`src/rtl/clk_meter.sv`:
```
// Gated edge-count frequency meter for an asynchronous input, clocked on the system clock.
// Optional first-to-last edge period measurement is enabled by defining CLK_METER_PERIOD_EN.
module clk_meter #(
   parameter int unsigned GATE_CYCLES = 100000000,
   parameter int unsigned CNT_W       = 32
) (
   input  logic             clk,
   input  logic             rst_n,
   input  logic             sig_in,
   input  logic             start,
   input  logic             continuous,
   output logic             busy,
   output logic             valid,
   output logic [CNT_W-1:0] freq_cnt,
   output logic             overflow,
   output logic [31:0]      period_cnt
);

   localparam int unsigned   GW        = $clog2(GATE_CYCLES);
   localparam logic [GW-1:0] GATE_LAST = GW'(GATE_CYCLES - 1);

   localparam logic [1:0] IDLE = 2'd0;
   localparam logic [1:0] GATE = 2'd1;
   localparam logic [1:0] DONE = 2'd2;

   logic [1:0]       state;
   logic             s1, s2, s3;
   logic             sig_rise;
   logic             last_cycle;
   logic             arm;
   logic [GW-1:0]    gate_cnt;
   logic [CNT_W-1:0] edge_cnt;
   logic [CNT_W-1:0] cnt_nxt;
   logic             ovf;
   logic             ovf_nxt;

   always_ff @(posedge clk or negedge rst_n) begin
      if (!rst_n) begin
         s1 <= 1'b0;
         s2 <= 1'b0;
         s3 <= 1'b0;
      end else begin
         s1 <= sig_in;
         s2 <= s1;
         s3 <= s2;
      end
   end

   // Saturating next count; the last gate cycle latches these so its own edge is included.
   always_comb begin
      sig_rise   = s2 & ~s3;
      last_cycle = (gate_cnt == GATE_LAST);
      arm        = ((state == IDLE) && start) || ((state == DONE) && continuous);
      cnt_nxt    = edge_cnt;
      ovf_nxt    = ovf;
      if (sig_rise) begin
         if (&edge_cnt) ovf_nxt = 1'b1;
         else           cnt_nxt = edge_cnt + 1'b1;
      end
   end

   always_ff @(posedge clk or negedge rst_n) begin
      if (!rst_n) begin
         state    <= IDLE;
         gate_cnt <= '0;
         edge_cnt <= '0;
         ovf      <= 1'b0;
         freq_cnt <= '0;
         overflow <= 1'b0;
      end else if (arm) begin
         state    <= GATE;
         gate_cnt <= '0;
         edge_cnt <= '0;
         ovf      <= 1'b0;
      end else begin
         case (state)
            GATE: begin
               gate_cnt <= gate_cnt + 1'b1;
               edge_cnt <= cnt_nxt;
               ovf      <= ovf_nxt;
               if (last_cycle) begin
                  freq_cnt <= cnt_nxt;
                  overflow <= ovf_nxt;
                  state    <= DONE;
               end
            end
            DONE:    state <= IDLE;
            default: state <= IDLE;
         endcase
      end
   end

   assign busy  = (state != IDLE);
   assign valid = (state == DONE);

`ifdef CLK_METER_PERIOD_EN
   logic        per_run;
   logic        multi;
   logic [31:0] per_time;
   logic [31:0] last_edge;
   logic [31:0] time_now;
   logic [31:0] last_nxt;
   logic        multi_nxt;

   // Time base reads 0 on the first edge of the window, then counts every cycle.
   always_comb begin
      time_now  = per_run ? per_time : '0;
      last_nxt  = sig_rise ? time_now : last_edge;
      multi_nxt = multi | (sig_rise & per_run);
   end

   always_ff @(posedge clk or negedge rst_n) begin
      if (!rst_n) begin
         per_run    <= 1'b0;
         multi      <= 1'b0;
         per_time   <= '0;
         last_edge  <= '0;
         period_cnt <= '0;
      end else if (arm) begin
         per_run   <= 1'b0;
         multi     <= 1'b0;
         per_time  <= '0;
         last_edge <= '0;
      end else if (state == GATE) begin
         if (sig_rise) per_run <= 1'b1;
         if (per_run || sig_rise) per_time <= (&time_now) ? time_now : time_now + 32'd1;
         last_edge <= last_nxt;
         multi     <= multi_nxt;
         if (last_cycle) period_cnt <= multi_nxt ? last_nxt : '0;
      end
   end
`else
   assign period_cnt = '0;
`endif

endmodule

```
`config.mk`:
```
export PLATFORM = sky130hd
export DESIGN_NAME = clk_meter
export DESIGN_NICKNAME = d
export VERILOG_FILES = /design/src/rtl/clk_meter.sv
export SDC_FILE = /design/constraint.sdc
export NUM_CORES = 1
export LEC_CHECK = 0
export BUFFER_PORTS_ARGS = -buffer_cell sky130_fd_sc_hd__buf_2
export CAP_MARGIN = 25
export CORE_ASPECT_RATIO = 0.9
export CORE_MARGIN = 2
export CORE_UTILIZATION = 40
export CTS_CLUSTER_SIZE = 8
export DETAILED_ROUTE_END_ITERATION = 10
export PLACE_DENSITY = 0.69
export SYNTH_ARGS = -nofsm -noshare
export SYNTH_HDL_FRONTEND = slang
export SYNTH_SLANG_ARGS = --single-unit
export TNS_END_PERCENT = 30
```
`constraint.sdc`:
```
create_clock -name clk -period 4.8 [get_ports clk]
set_clock_uncertainty 0.05 [all_clocks]
set_input_delay 0.48 -clock clk [delete_from_list [all_inputs] [get_ports clk]]
set_output_delay 0.48 -clock clk [all_outputs]
set_load 0.05 [all_outputs]
```
==> flow_summary_export.csv, run 1 <==
group,metric,value,unit
logic_synthesis,synth_top_area_cell,"dfrtp_1",
floorplan,ios,72,
place,io_buffer_count,39,
logic_synthesis,synth.cell_area,5632,um2
timing,period_minus_slack,3.130,ns
clocking,numCtsBuffers,9,
worst_hold_path,holdCritPathClass,"input port to asynchronous set/reset pin",
worst_setup_path,required,4.96,ns
clocking,cts_hold_buf,0,
clocking,clkLatencyLatePin,0.35,ns
drt,drtAntennaViolNets,0,
logic_synthesis,syn_area_per_cell,8.911,um2
drt,routedWlPerCell,16.72,um
clocking,cts_root_buffer,"clkbuf_16",
timing,slew_headroom,29.49,%
floorplan,start_util,40.51,%
worst_setup_path,critPathBufInv,0,
floorplan,fp.coreArea,13900,um2
logic_synthesis,yosysWarnings,0,
logic_synthesis,ys_seq_area_share,43.55,%
timing,setup_tns,0,ns
pwr,power.total,2.057,mW
logic_synthesis,syn_inst,632,
worst_setup_path,crit_chain,"ha_1 -> nand3_1 -> or4_1 -> a2111oi_0 -> xnor2_1 -> o21ai_0",
clocking,cts_tree,"built",
clocking,htree_levels,3,
status,outcome,"complete, no violations",
global_route,grt_start_max_net_pins,67,
timing,max_freq,319.5,MHz
logic_synthesis,async_flop_share,100.0,%
logic_synthesis,synth.distinct_cells,62,
timing,finalSetupViolCount,0,
clocking,cts_resized,0,
place,gp_congestion,0.9276,
floorplan,rows,41,
worst_setup_path,worst-setup-path-type,"register to register",
pwr,power_density,335.0,nW/um2
pwr,ir_drop,0.1967,mV
clocking,clockBufferDepth,2,
worst_setup_path,crit_arrival,3.29,ns
global_route,gr-usage-all-layers,19.87,%
clocking,clk_pin_slew,0.07,ns
logic_synthesis,synth_commonest_cells,"98 x dfrtp_1, 61 x nand2_1, 50 x nor2_1",
timing,rsz0062_at_grt,"no",
logic_synthesis,synthTopCellsByArea,"dfrtp_1 44%, buf_4 4.4%, nand3_1 4.4%",
worst_setup_path,cp-start-kind,"register",
drt,route.detailed.drc,0,
global_route,grt_pass1_wl,23.56,mm
logic_synthesis,synth_edf_count,0,
drt,wl,14.09,mm
job,maxCapViolCount,0,
floorplan,die_area,15050,um2
global_route,grt_pass1_vias,4575,
logic_synthesis,synth_flop_cell,"dfrtp_1",
timing,hold_viol,0,
worst_setup_path,cp_max_fo,12,
timing,drv_slew,0,
pwr,power_leakage,2.620,nW
floorplan,dieHeight,116.6,um
worst_setup_path,crit_path_top_delay_cell,"or4_1",
timing,period_share,65.21,%
logic_synthesis,synth_top_cell_area_share,43.55,%
place,hpwlAfterDp,9.512,mm
layout,diodes,0,
logic_synthesis,ys_ff_latch,98,
layout,stdcell_count,843,
layout,area.growth.synth_to_final,9.020,%
clocking,cts_setup_buffers,0,
drt,drt_first_pass_iters,5,
worst_setup_path,critPathCaptureType,"register",
drt,drt-initial-drc-count,417,
worst_setup_path,cp_top_family,"compound AO/OA/AOI/OAI gates",
drt,vias,4939,
logic_synthesis,synth.most_common_cell,"dfrtp_1",
layout,drive_gt1_share,11.54,%
timing,worst_pin_slew,1.031,ns
floorplan,chipWidth,129.1,um
global_route,grt-ovfl-total,0,
drt,vias_per_cell,5.859,
layout,layout.nets,652,
worst_setup_path,critical_path.max_stage_delay,0.74,ns
clocking,cts.sinks,98,
global_route,antenna_found_initial,0,
place,dp_cells,826,
[through the flow]
step / hold slack [ns] / setup slack [ns] / utilization [%] / instance area, um2
after global placement: 0.2853 / 1.751 / 42.01 / 5841
after global routing: 0.1826 / 1.394 / 44.16 / 6140
final: 0.1836 / 1.670 / 44.16 / 6140
after CTS: 0.1777 / 1.708 / 44.11 / 6132
after floorplan: 0.1344 / 2.209 / - / 5748
after detailed placement: 0.2855 / 1.711 / 42.01 / 5841
[layout by cell type (no fill, tap or decap), types with 4 or more instances in the layout]
cell type	n
and4_1	10
buf_4	11
conb_1	32
nor4_1	15
or3_1	12
nand2_1	61
clkbuf_16	9
or4_1	21
and2_1	5
o211ai_1	19
buf_2	38
o21ai_0	29
xnor2_1	18
a31oi_1	18
a21oi_1	10
xor2_1	13
nor2_1	50
nand4_1	19
and3_1	10
dfrtp_1	98
nand3_1	49
o31a_1	4
inv_1	9
o311ai_0	5
nor3_1	12
[report_power, final]
| group | leakage (nW) | switching [mW] | total (mW) | internal (mW) |
|---|---|---|---|---|
| logic | 1.29 | 0.203 | 0.309 | 0.106 |
| clock network | 0.142 | 0.330 | 0.712 | 0.382 |
| registers | 1.18 | 0.132 | 1.04 | 0.903 |
[worst paths after layout]
check	startpoint	endpoint	slack, ns	cells after the start
min reg2reg	s1$_DFF_PN0_	s2$_DFF_PN0_	0.30	0
max	edge_cnt[0]$_DFFE_PN0P_	freq_cnt[20]$_DFFE_PN0P_	1.67	6
max in group asynchronous	rst_n	freq_cnt[0]$_DFFE_PN0P_	3.59	2
min in group clk	sig_in	s1$_DFF_PN0_	0.19	1
min	rst_n	freq_cnt[18]$_DFFE_PN0P_	0.18	1
max reg2reg	edge_cnt[0]$_DFFE_PN0P_	freq_cnt[20]$_DFFE_PN0P_	1.67	6
[sequential cells by signal, indices dropped and copies added (netlist names)]
signal and cells:
s1 1, ovf 1, s3 1, state 2, freq_cnt 32, edge_cnt 32
s2 1, overflow 1, gate_cnt 27
[cell type report]
cell class,instances,area [um2]
fill,1355,7762
multi-input combinational,478,2848
sequential,98,2452
timing repair buffer,49,272.8
clock buffer,11,252.7
tap,193,241.5
clock inverter,5,38.79
inverter,9,33.78
[routing by layer]
metal	global-route usage [%]	vias to the layer above	part of all wire, %
li1	-	2301	-
met1	26.98	2417	46
met2	31.89	202	46
met3	4.718	19	6.6
met4	5.870	0	1.4
met5	0	-	0
[cells by family (layout without fill, tap and decap cells)]
logic type	after synthesis	after routing	synth area share, %
XOR/XNOR	31	31	4.821
AO/OA/AOI/OAI	122	122	15.00
other	1	32	0.06659
flip-flops	98	98	43.55
AND/OR/NAND/NOR	288	288	27.33
adder cells (fa/ha/maj)	2	2	0.4443
buffers and inverters	87	74	8.265
multiplexers	3	3	0.5332
No activity file was read; power rests on OpenSTA's default activity.
==> inputs of run 2 (changes only) <==
==> constraint.sdc (replaced) <==
create_clock -name clk -period 2.88 [get_ports clk]
set_clock_uncertainty 0.05 [all_clocks]
set_input_delay 0.288 -clock clk [delete_from_list [all_inputs] [get_ports clk]]
set_output_delay 0.288 -clock clk [all_outputs]
set_load 0.05 [all_outputs]
==> run 2 against run 1 <==
  * First-iteration DRC count shrank 4.3%
  * Combinational power grew 82%
  * Via count shrank 0.53%
  * Clock power grew 74%
  * Register-to-register slack lost 1.5 ns
  * Routed wire length grew 1.7%
  * Flip-flop and latch count is the same
  * Clock-buffer cell count shrank 1
  * Hold slack gained 0.13 ns
  * Global-route usage shrank 0.27 points
  * Die area is the same
==> flow_summary_export.csv, run 2 (synthesized netlist as in run 1, its figures left out) <==
group,metric,value,unit
pwr,power_leakage,2.718,nW
drt,met3_length,664,um
global_route,grt_pass1_vias,4626,
clocking,clockBufferDepth,2,
worst_hold_path,holdCritPathClass,"register to register",
global_route,antenna_found_initial,0,
timing,period_minus_slack,2.692,ns
timing,max_freq,371.5,MHz
clocking,cts_setup_buffers,0,
drt,drtAntennaViolNets,0,
drt,routedWlPerCell,16.61,um
worst_setup_path,required,3.11,ns
timing,setup_tns,0,ns
clocking,clkLatencyLatePin,0.35,ns
floorplan,dieHeight,116.6,um
floorplan,ios,72,
global_route,grt_start_max_net_pins,52,
layout,reg_top3,"edge_cnt x32, freq_cnt x32, gate_cnt x27",
place,gp_congestion,0.9013,
timing,period_share,93.48,%
layout,diodes,0,
layout,layout_commonest_cell,"dfrtp_1",
drt,drt-initial-drc-count,399,
job,maxCapViolCount,0,
layout,area.growth.synth_to_final,12.35,%
clocking,cts_root_buffer,"clkbuf_16",
layout,layout.nets,672,
status,outcome,"complete, no violations",
global_route,grt_pass1_wl,23.45,mm
timing,whs,0.3104,ns
global_route,grt-ovfl-total,0,
timing,slew_headroom,39.04,%
drt,drt_first_pass_iters,5,
floorplan,die_area,15050,um2
worst_setup_path,worst-setup-path-type,"register to register",
drt,vias,4913,
worst_setup_path,cp_max_fo,8,
floorplan,fp.coreArea,13900,um2
global_route,gr-usage-all-layers,19.60,%
drt,route.met2.wl,6.743,mm
clocking,clk_pin_slew,0.07,ns
clocking,cts_tree,"built",
drt,vias_per_cell,5.693,
worst_setup_path,cp-start-kind,"register",
clocking,htree_levels,3,
layout,drive_gt1_share,13.73,%
worst_hold_path,min_from,"s1$_DFF_PN0_",
drt,wl,14.33,mm
timing,layout_setup_ws,0.1879,ns
layout,final_core_util,45.51,%
clocking,numCtsBuffers,9,
place,io_buffer_count,39,
floorplan,rows,41,
layout,layout_common_cells,"98 x dfrtp_1, 61 x nand2_1, 50 x nor2_1",
timing,hold_viol,0,
layout,final_area,6327,um2
pwr,power_density,554.7,nW/um2
worst_setup_path,worstRegToRegCells,6,
worst_setup_path,rrSetupSlack,0.19,ns
timing,drv_slew,0,
worst_setup_path,timing.rr.end,"freq_cnt[28]$_DFFE_PN0P_",
drt,route.detailed.drc,0,
place,hpwlAfterDp,9.657,mm
pwr,ir_drop,0.3404,mV
timing,finalSetupViolCount,0,
worst_hold_path,min_path_cells,0,
place,dpl_cell_area,6002,um2
timing,rsz0062_at_grt,"no",
worst_setup_path,critPathCaptureType,"register",
timing,worst_pin_slew,0.9144,ns
drt,top_layer,"met4",
clocking,cts.sinks,98,
floorplan,chipWidth,129.1,um
worst_setup_path,crit_arrival,2.92,ns
place,dp_worst_setup_slack,0.1974,ns
drt,drt-met1-wl,6.758,mm
worst_setup_path,worst_r2r_startpoint,"edge_cnt[1]$_DFFE_PN0P_",
floorplan,start_util,40.51,%
layout,nFillCells,1323,
worst_hold_path,holdPathEnd,"s2$_DFF_PN0_",
run 2: changes by cell type in the layout (fill, tap and decap cells not counted):
cell / before / now
bufinv_16: 0 / 1
buf_4: 11 / 27
o22ai_1: 1 / 2
dlygate4sd3_1: 0 / 2
buf_12: 0 / 2
o22ai_2: 1 / 0
clkbuf_8: 2 / 1
clkinv_4: 3 / 1
clkinvlp_4: 1 / 3
run 2: routing by layer:
| metal | vias up | track usage [%] |
|---|---|---|
| li1 | 2339 | - |
| met1 | 2401 | 27.24 |
| met2 | 150 | 31.68 |
| met3 | 23 | 3.573 |
| met4 | 0 | 5.435 |
| met5 | - | 0 |
run 2: how the worst max path moves through the flow:
| stage | start | endpoint | slack (ns) | cells past startpoint |
|---|---|---|---|---|
| 6_report | edge_cnt[1]$_DFFE_PN0P_ | freq_cnt[28]$_DFFE_PN0P_ | 0.19 | 6 |
| 5_1_grt | edge_cnt[1]$_DFFE_PN0P_ | freq_cnt[28]$_DFFE_PN0P_ | 0.05 | 6 |
| 4_1_cts | edge_cnt[1]$_DFFE_PN0P_ | freq_cnt[28]$_DFFE_PN0P_ | 0.19 | 6 |
| 3_5_place_dp | edge_cnt[1]$_DFFE_PN0P_ | freq_cnt[28]$_DFFE_PN0P_ | 0.20 | 6 |
| 3_3_place_gp | edge_cnt[1]$_DFFE_PN0P_ | freq_cnt[28]$_DFFE_PN0P_ | 0.29 | 6 |
| 2_1_floorplan | edge_cnt[1]$_DFFE_PN0P_ | freq_cnt[28]$_DFFE_PN0P_ | 0.29 | 7 |
run 2: power by group:
| group | internal [mW] | switching [mW] | total, mW | leakage, nW |
|---|---|---|---|---|
| clock network | 0.697 | 0.540 | 1.24 | 0.141 |
| logic | 0.200 | 0.362 | 0.563 | 1.39 |
| registers | 1.51 | 0.204 | 1.71 | 1.18 |
run 2: critical path, stage by stage (launching register included):
cell and delay, ns:
dfrtp_1 0.45, ha_1 0.29, nand3_1 0.12, or4_1 0.51, or4_1 0.61, or4_1 0.50, nand3_1 0.10
run 2: metrics by stage:
stage	cells	power, mW
6_report	863	3.510
5_1_grt	863	3.663
4_1_cts	863	3.523
3_5_place_dp	845	2.281
3_3_place_gp	845	2.249
2_1_floorplan	663	2.161
run 2: cell type report:
class                           instances  area [um2]  area share (%)
Clock buffer                           10       239.0           3.777
Clock inverter                          6       66.31           1.048
Inverter                                9       33.78          0.5339
Multi-Input combinational cell        478        2841           44.91
Sequential cell                        98        2452           38.76
Tap cell                              193       241.5           3.816
Timing Repair Buffer                   69       452.9           7.158
run 2: timing repair:
action,4_1_cts,5_1_grt
gates resized for setup,0,0
hold buffers,2,0
hold endpoints to repair,48,0
==> inputs of run 3 (changes only) <==
--- a/config.mk
+++ b/config.mk
@@ -9,10 +9,9 @@
 export CAP_MARGIN = 25
 export CORE_ASPECT_RATIO = 0.9
 export CORE_MARGIN = 2
-export CORE_UTILIZATION = 40
+export CORE_UTILIZATION = 43
 export CTS_CLUSTER_SIZE = 8
 export DETAILED_ROUTE_END_ITERATION = 10
-export PLACE_DENSITY = 0.69
 export SYNTH_ARGS = -nofsm -noshare
 export SYNTH_HDL_FRONTEND = slang
 export SYNTH_SLANG_ARGS = --single-unit
==> run 3 against run 2 <==
  * Clock-buffer cell count shrank 1
  * Final cell count fell by 3.1%
  * Total power is 1.9% higher
  * Sequential power hardly changed
  * First-iteration DRC count grew 2.3%
  * Utilization increased by 4.1 points
  * Global-route usage is 1.3 points higher
  * Routed wire length down 0.13%
  * Worst setup slack lost 0.045 ns
  * Critical path depth unchanged
  * Critical path type unchanged
  * Largest cell class unchanged
  * Highest routed layer unchanged
==> flow_summary_export.csv, run 3 (synthesized netlist as in run 1, its figures left out) <==
group,metric,value,unit
clocking,cts_resized,0,
worst_setup_path,rrSetupSlack,0.14,ns
job,maxCapViolCount,0,
drt,route.detailed.drc,0,
drt,drtAntennaViolNets,0,
floorplan,dieHeight,112.6,um
drt,drt-initial-drc-count,408,
pwr,ir_drop,0.3550,mV
worst_setup_path,cp_max_fo,8,
layout,ff_latch_area,2452,um2
clocking,cts.sinks,98,
drt,vias,4875,
pwr,power_leakage,2.740,nW
global_route,grt-ovfl-total,0,
timing,finalSetupViolCount,0,
global_route,gr-usage-all-layers,20.92,%
layout,layout_common_cells,"98 x dfrtp_1, 61 x nand2_1, 50 x nor2_1",
place,dp_worst_setup_slack,0.2307,ns
timing,layout_setup_ws,0.1427,ns
clocking,cts_hold_buf,2,
place,gp_congestion,0.8920,
pwr,clockPowerShare,37.2,%
status,outcome,"complete, no violations",
worst_setup_path,required,3.12,ns
global_route,antenna_found_initial,0,
layout,nFillCells,1191,
clocking,numCtsBuffers,9,
pwr,p_switching,1.117,mW
clocking,clockBufferDepth,2,
clocking,clk_pin_slew,0.07,ns
worst_setup_path,crit_arrival,2.98,ns
worst_setup_path,critPathCaptureType,"register",
layout,drive_gt1_share,13.99,%
worst_setup_path,worst-setup-path-type,"register to register",
pwr,seq_power_share,48.2,%
pwr,power_density,566.4,nW/um2
timing,worst_pin_slew,0.9246,ns
layout,reg_top3,"edge_cnt x32, freq_cnt x32, gate_cnt x27",
timing,max_freq,365.3,MHz
timing,drv_slew,0,
clocking,cts_tree,"built",
global_route,grt_pass1_wl,23.72,mm
pwr,comb_power_share,14.6,%
worst_hold_path,holdCritPathClass,"register to register",
drt,vias_per_cell,5.831,
layout,multiInputGateArea,2841,um2
floorplan,fp.coreArea,12740,um2
floorplan,die_area,14030,um2
timing,period_minus_slack,2.737,ns
timing,slew_headroom,38.36,%
worst_setup_path,cp-start-kind,"register",
clocking,clkLatencyLatePin,0.36,ns
global_route,grt_pass1_vias,4574,
layout,diodes,0,
layout,area.growth.synth_to_final,12.13,%
layout,layout.nets,674,
floorplan,start_util,44.22,%
layout,layout_commonest_cell,"dfrtp_1",
place,dpl_cell_area,5968,um2
timing,hold_viol,0,
pwr,power.internal,2.460,mW
timing,setup_tns,0,ns
drt,routedWlPerCell,17.12,um
place,io_buffer_count,39,
pwr,p_sw_share,31.23,%
timing,rsz0062_at_grt,"no",
floorplan,chipWidth,124.6,um
clocking,cts_setup_buffers,0,
clocking,cts_root_buffer,"clkbuf_16",
drt,wl,14.31,mm
layout,final_area,6315,um2
place,hpwlAfterDp,9.692,mm
timing,period_share,95.04,%
global_route,grt_start_max_net_pins,54,
floorplan,rows,39,
drt,drt_first_pass_iters,5,
clocking,htree_levels,3,
floorplan,ios,72,
run 3: routing by layer:
metal  wire, um  track usage, %  part of all wire [%]
met1       6802           29.52                    48
met2       6472           32.17                    45
met3        811           4.862                   5.7
met4        227           6.517                   1.6
met5          0               0                     0
run 3: worst max-delay path, cell delays in order, from the launching register on:
cell and delay [ns]:
dfrtp_1 0.45, ha_1 0.29, nand3_1 0.12, or4_1 0.52
or4_1 0.63, or4_1 0.51, nand3_1 0.09
run 3: layout make-up:
| type | instances | share of cell area (%) |
|---|---|---|
| Tap cell | 164 | 3.249 |
| Clock inverter | 7 | 1.605 |
| Inverter | 9 | 0.5350 |
| Clock buffer | 9 | 3.566 |
| Multi-Input combinational cell | 478 | 45.00 |
| Sequential cell | 98 | 38.83 |
| Timing Repair Buffer | 71 | 7.212 |
run 3: final timing paths:
path	start	end	cells after the start
worst max-delay path	edge_cnt[1]$_DFFE_PN0P_	freq_cnt[28]$_DFFE_PN0P_	6
worst min-delay path	s1$_DFF_PN0_	s2$_DFF_PN0_	0
worst max register to register	edge_cnt[1]$_DFFE_PN0P_	freq_cnt[28]$_DFFE_PN0P_	6
worst min register to register	s1$_DFF_PN0_	s2$_DFF_PN0_	0
max in group asynchronous	rst_n	edge_cnt[6]$_DFFE_PN0P_	3
min in group asynchronous	rst_n	freq_cnt[22]$_DFFE_PN0P_	2
run 3: through the flow:
step / util [%] / total power [mW] / cells / hold WS (ns)
6_report: 49.58 / 3.577 / 836 / 0.3027
5_1_grt: 49.58 / 3.745 / 836 / 0.3083
4_1_cts: 49.58 / 3.602 / 836 / 0.3019
3_5_place_dp: 46.86 / 2.262 / 818 / 0.2865
3_3_place_gp: 46.86 / 2.236 / 818 / 0.2817
2_1_floorplan: - / 2.161 / 663 / -0.05759
run 3: power groups by stage:
| stage | Combinational (mW) | Sequential [mW] | Clock (mW) |
|---|---|---|---|
| after floorplan | 0.532 | 1.63 | 0 |
| final | 0.523 | 1.72 | 1.33 |
| after detailed placement | 0.521 | 1.74 | 0 |
| after global routing | 0.587 | 1.75 | 1.41 |
| after global placement | 0.510 | 1.73 | 0 |
| after CTS | 0.524 | 1.72 | 1.36 |
